--- src/rtl/mac_tx_scheduler.sv ---
// Round-robin transmit frame scheduler that latches the winner's header onto the MAC inputs.
// Define TX_SCHED_STATS_EN to add saturating frame/reject/timeout counters.
module mac_tx_scheduler #(
  parameter int N_REQ          = 4,
  parameter int LEN_WIDTH      = 16,
  parameter int MAX_PAYLOAD    = 1500,
  parameter int IPG_CYCLES     = 12,
  parameter int TIMEOUT_CYCLES = 1024
) (
  input  logic                       clk,
  input  logic                       i_rst,
  input  logic [N_REQ-1:0]           i_req,
  input  logic [N_REQ*48-1:0]        i_dest_address,
  input  logic [N_REQ*16-1:0]        i_eth_type,
  input  logic [N_REQ*LEN_WIDTH-1:0] i_payload_length,
  output logic [N_REQ-1:0]           o_grant,
  output logic [N_REQ-1:0]           o_done,
  output logic [N_REQ-1:0]           o_reject,
  output logic                       o_timeout,
  output logic                       o_start,
  output logic [47:0]                o_dest_address,
  output logic [15:0]                o_eth_type,
  output logic [LEN_WIDTH-1:0]       o_payload_length,
  input  logic                       i_tx_valid
`ifdef TX_SCHED_STATS_EN
  ,
  output logic [31:0]                o_frame_count,
  output logic [15:0]                o_reject_count,
  output logic [15:0]                o_timeout_count
`endif
);

  localparam int PTR_W   = (N_REQ > 1) ? $clog2(N_REQ) : 1;
  localparam int CNT_MAX = (TIMEOUT_CYCLES > IPG_CYCLES) ? TIMEOUT_CYCLES : IPG_CYCLES;
  localparam int CNT_W   = $clog2(CNT_MAX + 1);

  localparam logic [2:0] S_IDLE  = 3'd0;
  localparam logic [2:0] S_CHECK = 3'd1;
  localparam logic [2:0] S_START = 3'd2;
  localparam logic [2:0] S_BUSY  = 3'd3;
  localparam logic [2:0] S_IPG   = 3'd4;

  logic [2:0]           r_state;
  logic [PTR_W-1:0]     r_rr_ptr;
  logic [PTR_W-1:0]     r_idx;
  logic [CNT_W-1:0]     r_cnt;
  logic [N_REQ-1:0]     r_grant;
  logic [N_REQ-1:0]     r_done;
  logic [N_REQ-1:0]     r_reject;
  logic                 r_timeout;
  logic                 r_start;
  logic [47:0]          r_dest;
  logic [15:0]          r_type;
  logic [LEN_WIDTH-1:0] r_len;

  logic                 w_found;
  logic [PTR_W-1:0]     w_win_idx;
  logic [N_REQ-1:0]     w_win_onehot;
  int                   w_j;
  logic                 w_len_bad;
  logic                 w_in_frame;
  logic                 w_fire_done;
  logic                 w_fire_timeout;
  logic                 w_fire_reject;

  // First pending request at or after the round-robin pointer, wrapping.
  always_comb begin
    w_found      = 1'b0;
    w_win_idx    = '0;
    w_win_onehot = '0;
    w_j          = 0;
    for (int i = 0; i < N_REQ; i++) begin
      w_j = int'(r_rr_ptr) + i;
      if (w_j >= N_REQ) w_j = w_j - N_REQ;
      if (!w_found && i_req[w_j]) begin
        w_found             = 1'b1;
        w_win_idx           = w_j[PTR_W-1:0];
        w_win_onehot[w_j]   = 1'b1;
      end
    end
  end

  assign w_len_bad      = (r_len == '0) || (r_len > LEN_WIDTH'(MAX_PAYLOAD));
  assign w_in_frame     = (r_state == S_START) || (r_state == S_BUSY);
  // A tx_valid fall takes priority over a watchdog expiry on the same edge.
  assign w_fire_done    = (r_state == S_BUSY) && !i_tx_valid;
  assign w_fire_timeout = w_in_frame && !w_fire_done && (r_cnt == CNT_W'(TIMEOUT_CYCLES - 1));
  assign w_fire_reject  = (r_state == S_CHECK) && w_len_bad;

  always_ff @(posedge clk) begin
    if (i_rst) begin
      r_state   <= S_IDLE;
      r_rr_ptr  <= '0;
      r_idx     <= '0;
      r_cnt     <= '0;
      r_grant   <= '0;
      r_done    <= '0;
      r_reject  <= '0;
      r_timeout <= 1'b0;
      r_start   <= 1'b0;
      r_dest    <= '0;
      r_type    <= '0;
      r_len     <= '0;
    end else begin
      r_done    <= '0;
      r_reject  <= '0;
      r_timeout <= 1'b0;
      case (r_state)
        S_IDLE: begin
          if (w_found) begin
            r_idx   <= w_win_idx;
            r_grant <= w_win_onehot;
            r_dest  <= i_dest_address[48*w_win_idx +: 48];
            r_type  <= i_eth_type[16*w_win_idx +: 16];
            r_len   <= i_payload_length[LEN_WIDTH*w_win_idx +: LEN_WIDTH];
            r_state <= S_CHECK;
          end
        end
        S_CHECK: begin
          r_rr_ptr <= (r_idx == PTR_W'(N_REQ - 1)) ? '0 : r_idx + PTR_W'(1);
          r_cnt    <= '0;
          if (w_fire_reject) begin
            r_reject <= r_grant;
            r_grant  <= '0;
            r_state  <= S_IPG;
          end else begin
            r_start  <= 1'b1;
            r_state  <= S_START;
          end
        end
        S_START, S_BUSY: begin
          if (w_fire_done || w_fire_timeout) begin
            r_start   <= 1'b0;
            r_done    <= r_grant;
            r_timeout <= w_fire_timeout;
            r_grant   <= '0;
            r_cnt     <= '0;
            r_state   <= S_IPG;
          end else begin
            r_cnt <= r_cnt + CNT_W'(1);
            if (r_state == S_START && i_tx_valid) r_state <= S_BUSY;
          end
        end
        S_IPG: begin
          if (r_cnt == CNT_W'(IPG_CYCLES - 1)) begin
            r_cnt   <= '0;
            r_state <= S_IDLE;
          end else begin
            r_cnt <= r_cnt + CNT_W'(1);
          end
        end
        default: r_state <= S_IDLE;
      endcase
    end
  end

  assign o_grant          = r_grant;
  assign o_done           = r_done;
  assign o_reject         = r_reject;
  assign o_timeout        = r_timeout;
  assign o_start          = r_start;
  assign o_dest_address   = r_dest;
  assign o_eth_type       = r_type;
  assign o_payload_length = r_len;

`ifdef TX_SCHED_STATS_EN
  logic [31:0] r_frame_count;
  logic [15:0] r_reject_count;
  logic [15:0] r_timeout_count;

  always_ff @(posedge clk) begin
    if (i_rst) begin
      r_frame_count   <= '0;
      r_reject_count  <= '0;
      r_timeout_count <= '0;
    end else begin
      if (w_fire_done && r_frame_count != '1) r_frame_count <= r_frame_count + 32'd1;
      if (w_fire_reject && r_reject_count != '1) r_reject_count <= r_reject_count + 16'd1;
      if (w_fire_timeout && r_timeout_count != '1) r_timeout_count <= r_timeout_count + 16'd1;
    end
  end

  assign o_frame_count   = r_frame_count;
  assign o_reject_count  = r_reject_count;
  assign o_timeout_count = r_timeout_count;
`endif

endmodule
--- config.mk ---
export PLATFORM = sky130hd
export DESIGN_NAME = mac_tx_scheduler
export DESIGN_NICKNAME = d
export VERILOG_FILES = /design/src/rtl/mac_tx_scheduler.sv
export SDC_FILE = /design/constraint.sdc
export NUM_CORES = 1
export LEC_CHECK = 0
export CORE_AREA = 2 2 163 165
export DETAILED_ROUTE_END_ITERATION = 6
export DIE_AREA = 0 0 165 167
export PLACE_DENSITY = 0.72
export SYNTH_ARGS = -nofsm -noshare
export SYNTH_HDL_FRONTEND = slang
export SYNTH_SLANG_ARGS = --single-unit
--- constraint.sdc ---
create_clock -name clk -period 4.1 [get_ports clk]
set_input_delay 1.025 -clock clk [delete_from_list [all_inputs] [get_ports clk]]
set_output_delay 1.025 -clock clk [all_outputs]
set_load 0.005 [all_outputs]
==> results by group <==
Critical path
  • CP endpoint kind: flip-flop
  • Critical path's slowest cell: clkdlybuf4s50_1
  • Crit-path max cell delay: about 0.59 ns
  • WP data required: between 4 and 5 ns
  • Critical path, cell by cell: clkdlybuf4s50_1 -> or3b_1 -> a2111o_1 -> nand3_4 -> o21ai_4 -> buf_12 -> buf_12 -> a211oi_1 -> o31ai_1
  • CP startpoint kind: input pin
  • Critical path buffers and inverters: 3
  • Crit path DAT: 3.67 ns
  • Crit-path max FO: 33
  • Crit path kind: in2reg
  • Critical Path Most Common Cell: buf_12
  • CP top delay family: compound AO/OA/AOI/OAI gates

Clocking
  • H-Tree Depth: 3
  • CTS sink cnt: 112
  • Hold buffer count at cts: 0
  • Post-CTS Setup Inserts: 0
  • CTS-repair resized insts: 0
  • CTS tree: yes
  • CTS Buffer Depth: 2
  • Clock latency on the worst-skew pair: between 0.3 and 0.4 ns
  • CTS clk-pin slew, worst paths: 0.09 ns
  • Clk root buf: clkbuf_16
  • Total CTS buffers: 9

Die
  • Die width: 165 µm
  • Rows: 59
  • Core area: between 20000 and 30000 µm²
  • Die ar.: 27600 µm²
  • # IOs: about 420
  • Starting Density: 29.3%
  • Die Ht: about 170 µm

Final layout
  • Layout Area Growth over Synthesis: 66.2%
  • Layout cells sized above 1: 7.67%
  • Area of the multi-input gates: 4830 µm²
  • FF/Latch Area: 2240 µm²
  • Antenna cell count: 0
  • Nets@finish: 1580
  • FILL cells: 2425

GRT
  • Initial antenna violation count: 1
  • GRT overflow: 0
  • Vias in the first global route: 8476
  • First-pass GRT wire length: 50700 µm
  • Largest net degree at the start of global routing: 85
  • GRT Resource Usage Total: 23.8%

Run
  • Max Cap Viol: 0

Power and ir drop
  • Leakage: around 0.0048 µW
  • Peak supply drop: about 0.00042 V
  • Design Power: about 7000 µW
  • Power density over the cells: 565 nW/µm²

Hold path
  • Hold Path Class: reg2reg

Synth
  • Mux share of post-synthesis cell area: about 1.3%
  • Synth Area in Compound Gates: 43.0%
  • #FFs+latches synth: 112
  • Seq/Total Area, Yosys: 29.7%
  • Syn Inst Count: 874
  • XOR/XNOR Fraction of Synth Area: 0.348%
  • Post-synthesis async set-or-reset flop share: 0%
  • YS warnings: 0
  • Largest family of logic cells by synthesized area: compound AO/OA/AOI/OAI gates
  • Ys flop type: dfxtp_1
  • Synth unique cells: 52
  • Post-Syn Nets: 1208
  • Synthesized area: 7540 µm²
  • Simple-gate portion of the synthesized area: between 10% and 20%
  • Syn Area/Cell: 8.63 µm²
  • EDFF count, synth: 0
  • Adder-cell share of the synthesized area: 1.16%

Place
  • Port Buf Inserts: 420
  • Routability Congestion: ~0.93
  • DP HPWL: approximately 25000 µm

Timing
  • Hold Vio Cnt, Final: 0
  • RSZ-0062 raised after global routing: false
  • Setup Skew: around 0.0081 ns
  • Setup violations, final: 0
  • Least-Margin Pin Slew: 0.788 ns
  • Final worst path period need: around 3.4 ns
  • Tcrit/Tclk final: 83.9%
  • Final slew viol count: 0
  • Relative slew margins: between 40 and 50%
  • TNS Setup: 0 ns
  • Fmax: 0.291 GHz

Routing
  • Vias: 8932
  • Drt wl/cell: 21.6 µm
  • Post-route ant nets: 0
  • Pre-antenna DRT Iters: 5
  • # DRC: 0
  • DR top layer: met5
  • M1 wire length: around 14000 µm
  • Routed WL: 34200 µm
  • Met2 WL post-DR: 16800 µm
  • Vias per inst: 5.63
  • DR iter-0 viols: 730
  • DR WL met3: ~2800 µm

Outcome
  • Status: completed
==> cell families after synthesis <==
group           count (synthesis)
fa+ha+maj                       7
mux                             7
flops                         112
compound gates                376
buf+inv                       110
simple gates                  259
xor+xnor                        3
==> area by class of cell <==
type	instances	share of cell area [%]
flip-flops and latches	112	17.9
clock buffers	9	1.80
inverters	8	0.239
multi-input cells	652	38.5
clock inverters	7	0.728
well taps	335	3.34
repair buffers	463	37.5
==> routing by layer <==
layer	global-route usage, %	up-vias
met5	0	-
met4	7.03	2
met3	4.63	55
met2	40.0	473
met1	30.6	4224
li1	-	4178
==> where the power goes <==
part           switching, µW  internal (µW)
Clock                    509            440
Sequential               212           1420
Combinational           2410           2090
==> cells in the final DEF (no fill, tap or decap), types with 2 or more instances in the layout <==
cell / n
a211oi_1: 82
a21o_1: 2
a21oi_1: 11
a221oi_1: 64
a221oi_2: 20
a22o_1: 4
a22oi_1: 5
a31oi_1: 4
and2_1: 83
and3_1: 4
buf_12: 14
buf_4: 29
clkbuf_16: 9
clkdlybuf4s50_1: 420
clkinv_4: 2
clkinv_8: 4
dfxtp_1: 112
ha_1: 7
inv_1: 8
mux2i_1: 3
mux4_2: 2
nand2_1: 93
nand2b_1: 4
nand3_1: 10
nor2_1: 24
nor2b_1: 4
nor3_1: 15
nor3b_1: 4
nor4_1: 5
o211a_1: 81
o21ai_0: 9
o31a_2: 2
o31ai_1: 80
o32ai_1: 4
or3b_1: 3
xnor2_1: 2
==> worst paths after layout <==
path	slack, ns	cells after the start	start	to
worst max-delay path	0.66	9	i_req[0]	o_dest_address[42]$_SDFFE_PP0P_
worst min-delay path	0.46	2	o_dest_address[43]$_SDFFE_PP0P_	o_dest_address[43]$_SDFFE_PP0P_
worst min register to register	0.46	2	o_dest_address[43]$_SDFFE_PP0P_	o_dest_address[43]$_SDFFE_PP0P_
worst max register to register	0.80	8	r_rr_ptr[1]$_SDFFE_PP0P_	o_dest_address[42]$_SDFFE_PP0P_
==> metrics by stage <==
step	hold slack, ns	std cells	util (%)	worst slack, ns	instance area (µm²)
after floorplan	0.449	874	-	1.21	7540
after detailed placement	0.439	1570	47.4	0.319	12200
after CTS	0.458	1586	48.7	0.703	12500
after global placement	0.434	1570	47.4	0.348	12200
final	0.456	1586	48.7	0.661	12500
after global routing	0.476	1586	48.7	0.535	12500
==> sequential cells by signal, summed over array words and instances (netlist names) <==
name              flops
o_dest_address       48
o_done                4
o_eth_type           16
o_grant               4
o_payload_length     16
o_reject              4
o_start               1
o_timeout             1
r_cnt                11
r_idx                 2
r_rr_ptr              2
r_state               3
==> Yosys cell counts (4+ instances only) <==
library cell  instances  area share [%]
clkbuf_1             57             2.8
a221oi_1             64             7.4
o32ai_1               4            0.46
nor2_1               25             1.2
and3_1                4            0.33
nor3_1               15            0.99
nor3b_1               4            0.40
a22o_1                4            0.46
and2_1               83             6.9
ha_1                  7             1.2
o211a_1              81              11
o31ai_1              80             8.0
nand2_1              93             4.6
a221oi_2             20             4.0
a31oi_1               4            0.33
nand3_1              10            0.66
nor2b_1               4            0.33
a21oi_1              11            0.73
buf_4                11             1.1
dfxtp_1             112              30
buf_2                31             2.1
o21ai_0               9            0.60
a22oi_1               5            0.50
nand2b_1              5            0.41
a211oi_1             82             8.2
inv_1                 8            0.40
nor4_1                5            0.41
==> worst min-delay path, stage by stage, from the launching register on <==
cell and delay, ns:
dfxtp_1 0.33, nand2_1 0.05, o31ai_1 0.05
No activity file was read; power rests on OpenSTA's default activity.
